## src/rtl/display_scroll_sequencer.sv

```systemverilog
// Scroll scheduler for the four-digit seven-segment driver.
// Holds a MSG_LEN-char message and shows a 4-char window of it on char3..char0.
// While running, the window advances one char every TICK_DIV clocks.
module display_scroll_sequencer #(
    parameter int   MSG_LEN  = 16,
    parameter int   TICK_DIV = 5000000,
    parameter int   CHAR_W   = 4,
    localparam int  AW       = $clog2(MSG_LEN)
) (
    input  logic              clk,
    input  logic              reset_sync,
    input  logic              wr_en,
    input  logic [AW-1:0]     wr_addr,
    input  logic [CHAR_W-1:0] wr_data,
    input  logic              start,
    input  logic              stop,
    output logic              busy,
    output logic [AW-1:0]     pos,
    output logic              step_done,
    output logic              wrap,
    output logic [CHAR_W-1:0] char3,
    output logic [CHAR_W-1:0] char2,
    output logic [CHAR_W-1:0] char1,
    output logic [CHAR_W-1:0] char0
);

    localparam int            CW       = $clog2(TICK_DIV);
    localparam logic [CW-1:0] CNT_LAST = CW'(TICK_DIV - 1);
    localparam logic [AW-1:0] POS_LAST = AW'(MSG_LEN - 1);
    // One extra bit so that pos+3 and MSG_LEN itself are representable.
    localparam logic [AW:0]   LEN      = (AW + 1)'(MSG_LEN);

    typedef enum logic {IDLE, RUN} state_t;

    state_t            state_reg, state_next;
    logic [AW-1:0]     pos_reg, pos_next;
    logic [CW-1:0]     cnt_reg, cnt_next;
    logic              busy_reg;
    logic              step_reg, step_next;
    logic              wrap_reg, wrap_next;
    logic [CHAR_W-1:0] buf_reg [MSG_LEN];
    logic [CHAR_W-1:0] win_reg [4];
    logic [CHAR_W-1:0] win_rd  [4];
    logic              wr_ok;

    // Out-of-range addresses match no entry and are silently dropped.
    assign wr_ok = wr_en && ({1'b0, wr_addr} < LEN);

    // Window read addresses: pos+k folded back by one subtraction, so any
    // MSG_LEN works, not only powers of two.
    generate
        for (genvar gi = 0; gi < 4; gi++) begin : g_win
            logic [AW:0] sum;
            logic [AW:0] idx;
            assign sum        = {1'b0, pos_reg} + (AW + 1)'(gi);
            assign idx        = (sum >= LEN) ? (sum - LEN) : sum;
            assign win_rd[gi] = buf_reg[idx[AW-1:0]];
        end
    endgenerate

    // Next-state, position, tick counter and pulse decode.
    always_comb begin
        state_next = state_reg;
        pos_next   = pos_reg;
        cnt_next   = cnt_reg;
        step_next  = 1'b0;
        wrap_next  = 1'b0;
        case (state_reg)
            IDLE: begin
                if (start && !stop) begin
                    state_next = RUN;
                    pos_next   = '0;
                    cnt_next   = '0;
                end
            end
            RUN: begin
                if (stop) begin
                    // stop has priority over a simultaneous start
                    state_next = IDLE;
                    cnt_next   = '0;
                end else if (start) begin
                    pos_next = '0;
                    cnt_next = '0;
                end else if (cnt_reg == CNT_LAST) begin
                    cnt_next  = '0;
                    step_next = 1'b1;
                    if (pos_reg == POS_LAST) begin
                        pos_next  = '0;
                        wrap_next = 1'b1;
                    end else begin
                        pos_next = pos_reg + 1'b1;
                    end
                end else begin
                    cnt_next = cnt_reg + 1'b1;
                end
            end
            default: state_next = IDLE;
        endcase
    end

    // Control registers; busy mirrors the state being entered.
    always_ff @(posedge clk or posedge reset_sync) begin
        if (reset_sync) begin
            state_reg <= IDLE;
            pos_reg   <= '0;
            cnt_reg   <= '0;
            busy_reg  <= 1'b0;
            step_reg  <= 1'b0;
            wrap_reg  <= 1'b0;
        end else begin
            state_reg <= state_next;
            pos_reg   <= pos_next;
            cnt_reg   <= cnt_next;
            busy_reg  <= (state_next == RUN);
            step_reg  <= step_next;
            wrap_reg  <= wrap_next;
        end
    end

    // Message buffer; cleared by reset, so it lives in flops rather than RAM.
    always_ff @(posedge clk or posedge reset_sync) begin
        if (reset_sync) begin
            for (int i = 0; i < MSG_LEN; i++) buf_reg[i] <= '0;
        end else if (wr_ok) begin
            buf_reg[wr_addr] <= wr_data;
        end
    end

    // Window registers sample the buffer at the current pos every cycle.
    always_ff @(posedge clk or posedge reset_sync) begin
        if (reset_sync) begin
            for (int i = 0; i < 4; i++) win_reg[i] <= '0;
        end else begin
            for (int i = 0; i < 4; i++) win_reg[i] <= win_rd[i];
        end
    end

    assign busy      = busy_reg;
    assign pos       = pos_reg;
    assign step_done = step_reg;
    assign wrap      = wrap_reg;
    assign char3     = win_reg[0];
    assign char2     = win_reg[1];
    assign char1     = win_reg[2];
    assign char0     = win_reg[3];

endmodule

```

## config.mk

```make
export PLATFORM = sky130hd
export DESIGN_NAME = display_scroll_sequencer
export DESIGN_NICKNAME = d
export VERILOG_FILES = /design/src/rtl/display_scroll_sequencer.sv
export SDC_FILE = /design/constraint.sdc
export NUM_CORES = 1
export LEC_CHECK = 0
export ABC_AREA = 0
export BUFFER_PORTS_ARGS = -buffer_cell sky130_fd_sc_hd__buf_2
export CORE_ASPECT_RATIO = 0.8
export CORE_UTILIZATION = 56
export DETAILED_ROUTE_END_ITERATION = 12
export PLACE_DENSITY = 0.88
export SYNTH_ARGS = -nofsm -noshare
export SYNTH_HDL_FRONTEND = slang
export SYNTH_SLANG_ARGS = --single-unit
```

## constraint.sdc

```tcl
create_clock -name clk -period 4 [get_ports clk]
set_clock_uncertainty 0.2 [all_clocks]
set_input_delay 0.8 -clock clk [delete_from_list [all_inputs] [get_ports clk]]
set_output_delay 0.8 -clock clk [all_outputs]
set_load 0.05 [all_outputs]
```

==> run summary, run 1 <==
Reported net switching power: 1.02 mW
WL final: 15,500 microns
Final setup fails: 0
DRC viols: 0
Kind of end point of the critical path: flip-flop
Portion of total power attributed to combinational logic: 0.222
Final hold violations: 0
Relative area change from synthesis to final layout: 9.36%
Via count of the first global-routing pass: 4,564
Min Tclk post-route: 2.95 ns
Synthesis-stage register bit count: 110
R2R depth: 6
Die Y-Extent: 98.8 microns
Clock slew at the register clock pins of the worst setup and hold paths: 0.07 ns
Total global routing track utilization: 0.276
Final antenna-violating net count: 0
Status: completed
Setup repair after global routing missed its margin: no
Average wire per cell in the routed design: 22.5 microns
Clock tree root driver cell: sky130_fd_sc_hd__clkbuf_16
Setup slack at placement: 1.11 ns
Flip-flop cell with the highest count after synthesis: sky130_fd_sc_hd__dfrtp_1
Nets: 556
Number of I/O port buffers: 35
Library cell with the largest summed area after synthesis: sky130_fd_sc_hd__dfrtp_1
Category of the critical setup timing path: reg2reg
Number of flip-flops under the largest register name: 64
Largest buffer count on any clock path: 2
Ports: 36
Largest net degree at the start of global routing: 58
Maximum Capacitance Violations: 0
Initial drt markers: 435
Detail Placement HPWL: 11,000 microns
Max-slew violation total from the final report: 0
Sequential area share after synthesis: 0.420
Fillcell total: 793
Fraction of layout cells with a size suffix above 1: 0.355
DIE AREA: 12,200 sq um
Number of synthesis warnings: 0
Mean instance size in the synthesized netlist: 12.8 sq um
Post-detailed-route via-to-cell ratio: 6.78
Period utilization: 0.739
# resized after CTS: 0
Clock Power Share: 0.307
Netlist cell types: 51
Number of buffers inserted for hold repair after clock tree synthesis: 0
Required @ worst endpoint: 3.99 ns
Share of synthesized flip-flops with an asynchronous set or reset: 1.00
Total grt overflow: 0
Width of the chip: 123 microns
First-pass GRT wire length: 24,800 microns
Most used standard cell by instance count after synthesis: sky130_fd_sc_hd__dfrtp_1
TritonCTS buffer count: 9
Part of the power in registers: 0.471
Final weighted congestion in routability-driven placement: 0.916
Clock insertion delay at the later pin of the skew report: 0.36 ns
Post-CTS setup repair buffer count: 0
Post-synth top cells: 110 x sky130_fd_sc_hd__dfrtp_1, 64 x sky130_fd_sc_hd__mux2_2, 55 x sky130_fd_sc_hd__mux4_2
Total power divided by cell area: 458 nW/um^2
Leakage power figure: 2.87 nW
Number of enable-type register cells in the synthesized netlist: 0
Nature of the critical path startpoint: flip-flop
Internal power summed over all cells: 2.26 mW
WP data arrival: 2.94 ns
H-tree level count: 3
Antenna Cells: 0
Gate Count Post-Synth: 512
Post-Syn Area: 6560 sq um
Number of nets in the synthesized netlist: 530
Number of placement rows: 34
Via count: 4,657
Worst hold stages: 1
TritonCTS clock tree: yes
Starting utilization of the core area: 0.589
Top fanout value on the critical path: 25
Initial antenna violation count: 0
Worst setup slack after layout: 1.05 ns
Hold Crit Class: reg2reg
Share of Yosys cell area claimed by the top area cell type: 0.420
Core area: 11,100 sq um
Tightest slew margin relative to the limit: 0.337
Iteration count of the initial detailed-routing pass: 5
Maximum VDD drop: 0.265 mV
Top cells by area in the synthesized netlist: sky130_fd_sc_hd__dfrtp_1 42%, sky130_fd_sc_hd__mux4_2 19%, sky130_fd_sc_hd__mux2_2 11%
Switching share of power: 0.311
Setup TNS: 0 ns
Fmax: 0.338 GHz
Actual transition at the worst max-transition pin: 0.994 ns
Clk sink count: 110
-- worst max-delay path, stage by stage, from the launching register on --
cell and delay [ns]:
sky130_fd_sc_hd__dfrtp_4 0.66, sky130_fd_sc_hd__inv_1 0.09, sky130_fd_sc_hd__ha_1 0.80, sky130_fd_sc_hd__mux4_2 0.42
sky130_fd_sc_hd__and2_1 0.17, sky130_fd_sc_hd__a211oi_1 0.32, sky130_fd_sc_hd__a21oi_1 0.11
-- final timing paths --
path	startpoint	to	slack, ns
setup / recovery	pos[0]	char2[3]	1.05
hold / removal	cnt_reg[19]	cnt_reg[19]	0.34
setup reg to reg	pos[0]	char2[3]	1.05
hold reg to reg	cnt_reg[19]	cnt_reg[19]	0.34
max in group asynchronous	reset_sync	buf_reg[28]	2.39
min in group asynchronous	reset_sync	buf_reg[53]	0.36
-- layout make-up --
cell class / count / area, sq um / area share
Clock buffer: 11 / 253 / 0.0352
Timing Repair Buffer: 44 / 243 / 0.0338
Clock inverter: 5 / 87.6 / 0.0122
Tap cell: 144 / 180 / 0.0251
Inverter: 9 / 36.3 / 0.00506
Sequential cell: 110 / 2760 / 0.384
Multi-Input combinational cell: 364 / 3620 / 0.504
-- cells in the final DEF, fill, tap and decap left out, types with 8 or more instances in the layout --
cell type / n
sky130_fd_sc_hd__a211oi_1: 12
sky130_fd_sc_hd__a21oi_1: 23
sky130_fd_sc_hd__and2_1: 9
sky130_fd_sc_hd__buf_2: 35
sky130_fd_sc_hd__buf_4: 9
sky130_fd_sc_hd__clkbuf_16: 9
sky130_fd_sc_hd__dfrtp_1: 109
sky130_fd_sc_hd__mux2_2: 64
sky130_fd_sc_hd__mux2i_1: 40
sky130_fd_sc_hd__mux4_2: 55
sky130_fd_sc_hd__nand2_1: 31
sky130_fd_sc_hd__nand3_1: 18
sky130_fd_sc_hd__nor2_1: 24
sky130_fd_sc_hd__o21ai_0: 12
sky130_fd_sc_hd__xor2_1: 8
-- routing by layer --
metal,GRT usage,vias to the layer above,share of wire
li1,-,1991,-
met1,0.386,2357,0.41
met2,0.393,268,0.45
met3,0.115,39,0.12
met4,0.0825,2,0.024
met5,0.0333,-,0.0032
-- metrics by stage --
stage	hold slack (ns)	cells	total power, mW	util	area [sq um]
final	0.336	687	3.28	0.644	7170
after global routing	0.366	687	3.39	0.644	7170
after global placement	0.281	671	2.21	0.613	6830
after detailed placement	0.330	671	2.27	0.613	6830
after floorplan	0.265	512	2.03	-	6560
after CTS	0.334	687	3.27	0.644	7170
-- power groups by stage --
stage,clock network [mW],registers (mW),logic (mW)
floorplan,0,1.58,0.447
global placement,0,1.51,0.697
detailed placement,0,1.55,0.724
CTS,1.02,1.53,0.729
global route,1.06,1.56,0.770
finish,1.01,1.55,0.728
-- cells by family (layout without fill, tap and decap cells) --
group,after synthesis,in the layout,synth area share
AOI/OAI and AO/OA,59,59,0.0549
xor gates and xnor gates,11,11,0.0147
adders and majority gates,5,5,0.00954
buffers and inverters,38,69,0.0288
DFF,110,110,0.420
muxes,160,160,0.364
and+or+nand+nor,129,129,0.109
(Power assumes the default switching activity.)
==> inputs of run 2 (changes only) <==
Clock period 4 ns to 2.5 ns, I/O delays scaled along.
==> run summary, run 2 (same netlist as run 1, synthesis figures left out) <==
Number of buffers inserted for hold repair after clock tree synthesis: 0
Setup TNS: 0 ns
Portion of total power attributed to combinational logic: 0.231
TritonCTS buffer count: 9
Area used by multi-input combinational logic: 3660 sq um
Min Tclk post-route: 2.40 ns
Iteration count of the initial detailed-routing pass: 6
Die Y-Extent: 98.8 microns
Total grt overflow: 0
Clock insertion delay at the later pin of the skew report: 0.35 ns
Ports: 36
Most frequent cells in the layout: 108 x sky130_fd_sc_hd__dfrtp_1, 64 x sky130_fd_sc_hd__mux2_2, 56 x sky130_fd_sc_hd__mux4_2
Part of the power in registers: 0.463
Fmax: 0.417 GHz
Final hold violations: 0
Final total power: 5.22 mW
Number of placement rows: 34
Clock tree root driver cell: sky130_fd_sc_hd__clkbuf_16
Max-slew violation total from the final report: 0
Antenna Cells: 0
Top fanout value on the critical path: 5
Most frequent standard cell in the layout excluding fill and tap cells: sky130_fd_sc_hd__dfrtp_1
Total power divided by cell area: 711 nW/um^2
Tightest slew margin relative to the limit: 0.600
Kind of end point of the critical path: flip-flop
Final antenna-violating net count: 0
Initial antenna violation count: 0
Register area: 2760 sq um
Fraction of layout cells with a size suffix above 1: 0.382
Average wire per cell in the routed design: 23.2 microns
Actual transition at the worst max-transition pin: 0.598 ns
Width of the chip: 123 microns
Number of I/O port buffers: 35
Reported net switching power: 1.58 mW
Post-detailed-route via-to-cell ratio: 6.97
Detail Placement HPWL: 11,400 microns
Clk sink count: 110
Required @ worst endpoint: 2.55 ns
Fillcell total: 744
Final setup fails: 0
First-pass GRT wire length: 25,800 microns
WL final: 16,200 microns
Largest net degree at the start of global routing: 111
DRC viols: 0
Internal power summed over all cells: 3.65 mW
Worst hold slack after final layout: 0.0984 ns
Leakage power figure: 2.95 nW
Total global routing track utilization: 0.285
H-tree level count: 3
DIE AREA: 12,200 sq um
WP data arrival: 2.45 ns
Core area: 11,100 sq um
Starting utilization of the core area: 0.589
Via count of the first global-routing pass: 4,775
Maximum Capacitance Violations: 0
Status: completed
Number of flip-flops under the largest register name: 64
Via count: 4,873
Largest buffer count on any clock path: 2
Hold Crit Class: in2async
Maximum VDD drop: 0.377 mV
Clock slew at the register clock pins of the worst setup and hold paths: 0.07 ns
Clock Power Share: 0.306
Initial drt markers: 614
Nets: 568
Period utilization: 0.959
TritonCTS clock tree: yes
Switching share of power: 0.302
Category of the critical setup timing path: reg2reg
Relative area change from synthesis to final layout: 11.9%
Final weighted congestion in routability-driven placement: 0.914
Nature of the critical path startpoint: flip-flop
Fraction of the core area covered by cells at the end of the flow: 0.659
==> run 2: changes by cell type in the layout (fill, tap and decap cells not counted), sizes merged <==
cell and delta:
clkbuf +1, inv -3, clkinv +2, buf +12
==> run 2: final timing paths <==
check,start,to,slack [ns],cells past startpoint
setup / recovery,cnt_reg[6],pos[3],0.10,5
hold / removal,reset_sync,buf_reg[60],0.1,3
setup reg to reg,cnt_reg[6],pos[3],0.10,5
hold reg to reg,cnt_reg[21],cnt_reg[21],0.31,1
max in group asynchronous,reset_sync,buf_reg[39],1.53,3
min in group clk,stop,busy,0.22,2
==> run 2: repair_timing <==
item / 4_1_cts / 5_1_grt
resized for setup: 0 / 1
setup buffers: 0 / 1
endpoints found under the setup margin: 0 / 3
==> run 2: through the flow <==
| step | cells | worst slack, ns | cell area [sq um] |
|---|---|---|---|
| finish | 699 | 0.102 | 7340 |
| CTS | 698 | 0.139 | 7330 |
| global route | 699 | -0.0203 | 7340 |
| floorplan | 512 | -0.116 | 6680 |
| global placement | 682 | 0.249 | 6980 |
| detailed placement | 682 | 0.188 | 6980 |
==> run 2: layer usage <==
metal | up-vias | wire length, microns | GRT usage
met3 | 54 | 1630 | 0.0631
met5 | - | 0 | 0
met1 | 2475 | 6580 | 0.408
li1 | 2020 | - | -
met4 | 0 | 548 | 0.115
met2 | 324 | 7470 | 0.426
==> run 2: worst max-delay path, stage by stage, from the launching register on <==
cell	delay (ns)
sky130_fd_sc_hd__dfrtp_1	0.43
sky130_fd_sc_hd__or4b_2	0.72
sky130_fd_sc_hd__nor3_4	0.21
sky130_fd_sc_hd__nand2_2	0.14
sky130_fd_sc_hd__nor3b_4	0.34
sky130_fd_sc_hd__mux2i_1	0.27
==> run 2: final cells by class <==
cell class	count	share of cell area
Multi-Input combinational cell	364	0.499
Sequential cell	110	0.376
Timing Repair Buffer	56	0.0487
Clock buffer	12	0.0363
Tap cell	144	0.0245
Clock inverter	4	0.0106
Inverter	9	0.00545
==> run 2: power by group through the flow <==
stage	Clock, mW	Sequential, mW	Combinational, mW
after floorplan	0	2.53	0.717
after global placement	0	2.38	1.14
after detailed placement	0	2.42	1.19
after CTS	1.62	2.40	1.20
after global routing	1.70	2.45	1.27
final	1.60	2.42	1.21
==> inputs of run 3 (changes only) <==
Settings changed: CORE_UTILIZATION 56 to 58, CTS_BUF_LIST set to sky130_fd_sc_hd__clkbuf_8, PLACE_DENSITY 0.88 to 0.9.
==> run summary, run 3 (same netlist as run 1, synthesis figures left out) <==
Maximum Capacitance Violations: 0
Fmax: 0.434 GHz
Setup slack at placement: 0.233 ns
Ports: 36
Width of the chip: 121 microns
Starting utilization of the core area: 0.600
Tightest slew margin relative to the limit: 0.419
Largest net degree at the start of global routing: 111
Clock insertion delay at the later pin of the skew report: 0.39 ns
Number of I/O port buffers: 35
Initial drt markers: 641
Average wire per cell in the routed design: 22.6 microns
WL final: 15,800 microns
Leakage power figure: 2.88 nW
Most frequent standard cell in the layout excluding fill and tap cells: sky130_fd_sc_hd__dfrtp_1
Category of the critical setup timing path: reg2reg
Fraction of layout cells with a size suffix above 1: 0.379
Maximum VDD drop: 0.396 mV
Via count of the first global-routing pass: 4,950
Nature of the critical path startpoint: flip-flop
Final hold violations: 0
Kind of end point of the critical path: flip-flop
Number of placement rows: 34
WP data arrival: 2.36 ns
Final setup fails: 0
Setup repair after global routing missed its margin: no
Total grt overflow: 0
Setup TNS: 0 ns
Number of flip-flops under the largest register name: 64
Hold Crit Class: in2async
First-pass GRT wire length: 26,100 microns
Placed standard-cell area: 6980 sq um
DRC viols: 0
Largest buffer count on any clock path: 2
Core area: 10,900 sq um
Post-detailed-route via-to-cell ratio: 6.88
Min Tclk post-route: 2.31 ns
Worst setup slack after layout: 0.194 ns
Via count: 4,801
Die Y-Extent: 97.1 microns
Final Non-Filler Cells: 698
H-tree level count: 3
Number of cells after detailed placement: 682
Clk sink count: 110
TritonCTS buffer count: 9
TritonCTS clock tree: yes
Clock tree root driver cell: sky130_fd_sc_hd__clkbuf_8
# resized after CTS: 0
Relative area change from synthesis to final layout: 9.73%
Most frequent cells in the layout: 108 x sky130_fd_sc_hd__dfrtp_1, 64 x sky130_fd_sc_hd__mux2_2, 56 x sky130_fd_sc_hd__mux4_2
Number of buffers inserted for hold repair after clock tree synthesis: 0
Clock slew at the register clock pins of the worst setup and hold paths: 0.11 ns
Total global routing track utilization: 0.291
Final weighted congestion in routability-driven placement: 0.918
Post-CTS setup repair buffer count: 0
DIE AREA: 11,700 sq um
Period utilization: 0.922
Detail Placement HPWL: 11,300 microns
Initial antenna violation count: 0
Antenna Cells: 0
Status: completed
Final antenna-violating net count: 0
Iteration count of the initial detailed-routing pass: 5
Max-slew violation total from the final report: 0
Non-Filler Cell Area, Final: 7200 sq um
Required @ worst endpoint: 2.55 ns
Actual transition at the worst max-transition pin: 0.868 ns
Top fanout value on the critical path: 10
Nets: 567
Total power divided by cell area: 666 nW/um^2
[run 3: path summary, 6_finish.rpt]
| check | startpoint | endpoint | slack, ns | depth (start not counted) |
|---|---|---|---|---|
| min in group clk | stop | busy | 0.15 | 2 |
| max in group asynchronous | reset_sync | pos[0] | 1.57 | 3 |
| min reg2reg | cnt_reg[21] | cnt_reg[21] | 0.31 | 1 |
| max | pos[1] | char1[1] | 0.19 | 5 |
| min | reset_sync | buf_reg[20] | 0.07 | 3 |
| max reg2reg | pos[1] | char1[1] | 0.19 | 5 |
[run 3: final cells by class]
class,count,area [sq um]
Clock buffer,10,138
Sequential cell,110,2760
Clock inverter,6,76.3
Tap cell,144,180
Timing Repair Buffer,55,350
Multi-Input combinational cell,364,3660
Fill cell,750,3730
Inverter,9,40.0
[run 3: per-stage QoR]
| step | utilization | total power, mW | hold slack [ns] |
|---|---|---|---|
| 4_1_cts | 0.658 | 4.79 | 0.0991 |
| 3_5_place_dp | 0.639 | 3.63 | 0.292 |
| 5_1_grt | 0.658 | 4.97 | 0.132 |
| 3_3_place_gp | 0.639 | 3.54 | 0.274 |
| 2_1_floorplan | - | 3.24 | 0.265 |
| 6_report | 0.658 | 4.79 | 0.0680 |
[run 3: critical path, cell delays in order, from the launching register on]
cell,delay (ns)
sky130_fd_sc_hd__dfrtp_2,0.45
sky130_fd_sc_hd__inv_4,0.10
sky130_fd_sc_hd__ha_1,0.50
sky130_fd_sc_hd__mux4_2,0.57
sky130_fd_sc_hd__mux2i_1,0.20
sky130_fd_sc_hd__a21oi_1,0.15
[run 3: layer usage]
layer  GRT usage  vias to the layer above  wire (microns)
met5           0                        -               0
met4      0.0940                        0             347
met3      0.0869                       39            1620
met2       0.442                      302            7380
met1       0.404                     2435            6450
li1            -                     2025               -
[run 3: report_power, final]
group	total (mW)	internal, mW	switching [mW]
Sequential	2.44	2.08	0.359
Clock	1.17	0.509	0.662
Combinational	1.18	0.599	0.586
